<file path="src/rtl/div16_seq.sv">
// Sequential 16-bit unsigned restoring divider: one quotient bit per clock, done pulse on completion.
// Optional build macro DIV16_ZERO_FLAG_EN: short-circuit a zero divisor and raise div_by_zero.
module div16_seq (
    input  logic        clk,
    input  logic        rst,
    input  logic        start,
    input  logic [15:0] dividend,
    input  logic [15:0] divisor,
    output logic [15:0] quotient,
    output logic [15:0] remainder,
    output logic        busy,
    output logic        done,
    output logic        div_by_zero
);

    typedef enum logic [1:0] {
        IDLE,
        RUN,
        DONE
    } state_t;

    state_t      state;
    logic [15:0] dvsr;
    logic [15:0] dq;
    logic [15:0] rem;
    logic [3:0]  count;

    logic [16:0] rem_shift;
    logic [16:0] trial;
    logic [15:0] rem_next;
    logic [15:0] dq_next;

`ifdef DIV16_ZERO_FLAG_EN
    logic dbz_q;
    assign div_by_zero = dbz_q;
`else
    assign div_by_zero = 1'b0;
`endif

    // The stored remainder is always below the divisor, so it fits in 16 bits;
    // the 17th bit exists only in the shifted trial operand.
    // NOTE: every always_comb output gets a default first so no latch can be inferred.
    always_comb begin
        rem_shift = {rem, dq[15]};
        trial     = rem_shift - {1'b0, dvsr};
        dq_next   = {dq[14:0], 1'b0};
        rem_next  = rem_shift[15:0];
        if (!trial[16]) begin
            rem_next   = trial[15:0];
            dq_next[0] = 1'b1;
        end
    end

    // NOTE: sequential state uses non-blocking assignments only, so every register
    // sees the pre-edge values of the others.
    always_ff @(posedge clk) begin
        if (rst) begin
            state     <= IDLE;
            count     <= '0;
            dvsr      <= '0;
            dq        <= '0;
            rem       <= '0;
            quotient  <= '0;
            remainder <= '0;
            busy      <= 1'b0;
            done      <= 1'b0;
`ifdef DIV16_ZERO_FLAG_EN
            dbz_q     <= 1'b0;
`endif
        end else begin
            done <= 1'b0;
            case (state)
                IDLE: begin
                    if (start) begin
                        dvsr  <= divisor;
                        dq    <= dividend;
                        rem   <= '0;
                        count <= '0;
`ifdef DIV16_ZERO_FLAG_EN
                        dbz_q <= (divisor == 16'd0);
                        if (divisor == 16'd0) begin
                            quotient  <= 16'hFFFF;
                            remainder <= dividend;
                            done      <= 1'b1;
                            state     <= DONE;
                        end else begin
                            busy  <= 1'b1;
                            state <= RUN;
                        end
`else
                        busy  <= 1'b1;
                        state <= RUN;
`endif
                    end
                end
                RUN: begin
                    rem   <= rem_next;
                    dq    <= dq_next;
                    count <= count + 4'd1;
                    if (count == 4'd15) begin
                        quotient  <= dq_next;
                        remainder <= rem_next;
                        busy      <= 1'b0;
                        done      <= 1'b1;
                        state     <= DONE;
                    end
                end
                DONE: state <= IDLE;
                default: state <= IDLE;
            endcase
        end
    end

endmodule

</file>
<file path="config.mk">
export PLATFORM = sky130hd
export DESIGN_NAME = div16_seq
export DESIGN_NICKNAME = d
export VERILOG_FILES = /design/src/rtl/div16_seq.sv
export SDC_FILE = /design/constraint.sdc
export NUM_CORES = 1
export LEC_CHECK = 0
export CELL_PAD_IN_SITES_DETAIL_PLACEMENT = 1
export CELL_PAD_IN_SITES_GLOBAL_PLACEMENT = 1
export CORE_ASPECT_RATIO = 2
export CORE_MARGIN = 2
export CORE_UTILIZATION = 36
export CTS_BUF_LIST = sky130_fd_sc_hd__clkbuf_16
export DETAILED_ROUTE_END_ITERATION = 12
export GPL_ROUTABILITY_DRIVEN = 0
export PLACE_DENSITY = 0.73
export SLEW_MARGIN = 20
export SYNTH_ARGS = -nofsm -noshare
export SYNTH_HDL_FRONTEND = slang
export SYNTH_SLANG_ARGS = --single-unit
export TNS_END_PERCENT = 50
</file>
<file path="constraint.sdc">
create_clock -name clk -period 2.8 [get_ports clk]
set_clock_uncertainty 0.15 [all_clocks]
set_input_delay 0.28 -clock clk [delete_from_list [all_inputs] [get_ports clk]]
set_output_delay 0.28 -clock clk [all_outputs]
set_load 0.005 [all_outputs]
</file>
==> flow_summary.json <==
{
  "final-instance-count-excl-fill": 797,
  "reg2regPathDepth": 9,
  "worst_pin_slew_ns": 0.841,
  "grt_pass1_vias": 4707,
  "synth_top_cell_area_share_pct": 39.3,
  "drtPass1Iterations": 4,
  "rsz0062_at_grt": "yes",
  "crit_path_end_kind": "flip-flop",
  "synth_cell_types": 62,
  "fp.dieH_um": 162,
  "min_period_over_period_pct": 98.1,
  "layout_common_cells": "nand2_1 (105), dfxtp_1 (83), a21oi_1 (74)",
  "cp.required_ns": 2.92,
  "vias_per_cell": 5.52,
  "layout-drive-gt1-share_pct": 14.8,
  "start_kind": "flip-flop",
  "final_area_um2": 5900,
  "p_sw_uw": 3110,
  "p_seq_share_pct": 21.2,
  "internal-power_uw": 4280,
  "synth_top_area_cell": "dfxtp_1",
  "syn_inst": 573,
  "criticalPathCategory": "flip-flop to flip-flop",
  "dp.cells": 773,
  "fin_crit_ns": 2.75,
  "numCtsBuffers": 9,
  "max_freq_ghz": 0.364,
  "ys_ff_latch": 88,
  "antenna_found_initial": 0,
  "synthFlopType": "dfxtp_1",
  "ant_nets": 0,
  "io_buffers": 68,
  "cts_tree": "yes",
  "crit_path_max_incr_delay_ns": 0.44,
  "peakVddDrop_uv": 926,
  "async_flop_share_pct": 0,
  "hold_buffers": 0,
  "n_antenna_cell": 0,
  "synth_edf_count": 0,
  "std_cell_rows": 57,
  "clk_pin_slew_worst_paths_ns": 0.07,
  "arrival_ns": 2.86,
  "hp-class": "flip-flop to flip-flop",
  "syn_to_final_growth_pct": 31.7,
  "relSlewSlack_pct": 43.9,
  "setup_tns_ns": 0,
  "final_common_cell": "nand2_1",
  "synth_seq_area_share_pct": 39.3,
  "gr-total-overflow": 0,
  "swShare_pct": 42.1,
  "cts_root_buf": "clkbuf_16",
  "wl_mm": 15.7,
  "clk_path_buf_depth": 2,
  "htree_levels": 3,
  "status": "complete, no violations",
  "initial_core_util_pct": 36.9,
  "ys.warnings.count": 0,
  "netlist_top_cells_area": "dfxtp_1 (39%), nand2_1 (8.8%), a21oi_1 (8.5%), ha_1 (4.7%), o21ai_0 (4.5%)",
  "via_count": 4397,
  "hold_viol_final": 0,
  "wl_per_cell_um": 19.7,
  "grt_first_pass_wirelength_mm": 24.4,
  "cts.sink_count": 88,
  "power_density_nw_per_um2": 1250,
  "hold_depth": 2,
  "fp.dieArea_um2": 13400,
  "drc": 0,
  "clk_latency_ns": 0.35,
  "setup_viol": 0,
  "grt_max_degree": 45,
  "leakage_uw": 0.00221,
  "avgSynthCellArea_um2": 7.82,
  "crit_path_cell_trace": "inv_1, ha_1, o211ai_1, a21o_1, a21oi_1, nor4_1, xnor2_1, mux2i_4, a211oi_1",
  "drv_cap": 0,
  "dpl.hpwl_mm": 10.8,
  "ios": 70,
  "core_region_area_um2": 12100,
  "syn_nets": 626,
  "syn_area_um2": 4480,
  "drtIter0Drc": 151,
  "combPwrFrac_pct": 60.9,
  "dieWidth_um": 82.9,
  "cp_max_fo": 4,
  "maxSlewViolCount": 0,
  "critPathSlowestCell": "nor4_1",
  "layout.nets": 698,
  "grt_util_all_layers_pct": 23.3,
  "clkPwrFrac_pct": 17.8,
  "place_area_um2": 5370
}
==> flip-flops by register name, summed over array words and instances, names as in the netlist <==
name,count
busy,1
count,4
done,1
dq,16
dvsr,16
quotient,16
rem,16
remainder,16
state,2
==> power groups by stage <==
stage | sequential, µW | clock (µW) | combinational, µW
after floorplan | 1490 | 0 | 2520
after detailed placement | 1560 | 0 | 3460
after CTS | 1540 | 1330 | 4440
final | 1570 | 1320 | 4500
after global routing | 1580 | 1380 | 4720
after global placement | 1560 | 0 | 3340
==> cell families (layout without fill, tap and decap cells) <==
family / count (synthesis) / after routing / synth area share, %
AND/OR/NAND/NOR: 187 / 187 / 18.1
buffers and inverters: 72 / 149 / 6.45
other: 1 / 1 / 0.0837
adder cells (fa/ha/maj): 18 / 18 / 5.20
flip-flops: 88 / 88 / 39.3
XOR/XNOR: 13 / 13 / 2.71
AO/OA/AOI/OAI: 180 / 180 / 24.8
multiplexers: 14 / 14 / 3.30
==> Yosys cell counts, drive strengths merged (2+ instances only) <==
library cell and number:
a311oi 3, xnor2 9, buf 7, nor2b 2
a22oi 2, a211oi 13, nand3 8, or3 2
o211ai 3, nor2 44, o22ai 3, mux2 3
a21o 4, nand3b 3, and3 6, ha 17
a221oi 2, or2 3, nand2 106, dfxtp 88
xor2 4, mux2i 11, o21bai 2, o21a 6
o21ai 51, a21boi 2, nand2b 7, inv 38
clkbuf 27, a21oi 77, o221ai 2
==> per-stage QoR <==
stage / worst slack, ns / utilization, % / hold slack, ns / total power, µW
3_5_place_dp: -0.146 / 44.3 / 0.301 / 5020
5_1_grt: -0.0425 / 48.6 / 0.330 / 7680
3_3_place_gp: -0.0294 / 44.3 / 0.297 / 4900
4_1_cts: -0.0411 / 48.2 / 0.311 / 7310
2_1_floorplan: 0.150 / - / 0.266 / 4010
6_report: 0.0522 / 48.6 / 0.309 / 7390
==> worst max-delay path, delay by kind of cell, from the launching register on <==
family                   cells  cell delay (ns)
AO/OA/AOI/OAI                4             0.83
flip-flops                   1             0.33
XOR/XNOR                     1             0.31
multiplexers                 1             0.13
AND/OR/NAND/NOR              1             0.44
buffers and inverters        1             0.09
adder cells (fa/ha/maj)      1             0.37
==> area by class of cell <==
cell class	instances	area, µm²
flip-flops and latches	88	1770
fillers	1475	6230
well taps	147	184
clock buffers	9	225
clock inverters	7	93.8
inverters	38	143
multi-input cells	413	2560
repair buffers	95	925
==> routing by layer <==
metal	routed length [µm]	GRT usage, %
met5	0	0
met4	1020	15.3
met3	308	3.35
met2	9110	46.8
met1	5250	20.6
==> what timing repair did <==
| item | in CTS | in global routing |
|---|---|---|
| resized for setup | 16 | 21 |
| cloned | 2 | 0 |
| pin swaps | 5 | 5 |
| endpoints found under the setup margin | 26 | 31 |
| setup buffers | 4 | 3 |
==> worst paths after layout <==
kind	startpoint	end	slack, ns
worst min register to register	dvsr[13]$_SDFFE_PP0P_	dvsr[13]$_SDFFE_PP0P_	0.31
worst max register to register	dvsr[3]$_SDFFE_PP0P_	remainder[14]$_SDFFE_PP0P_	0.05
worst max-delay path	dvsr[3]$_SDFFE_PP0P_	remainder[14]$_SDFFE_PP0P_	0.05
worst min-delay path	dvsr[13]$_SDFFE_PP0P_	dvsr[13]$_SDFFE_PP0P_	0.31
Power figures use the tool's default switching activity.
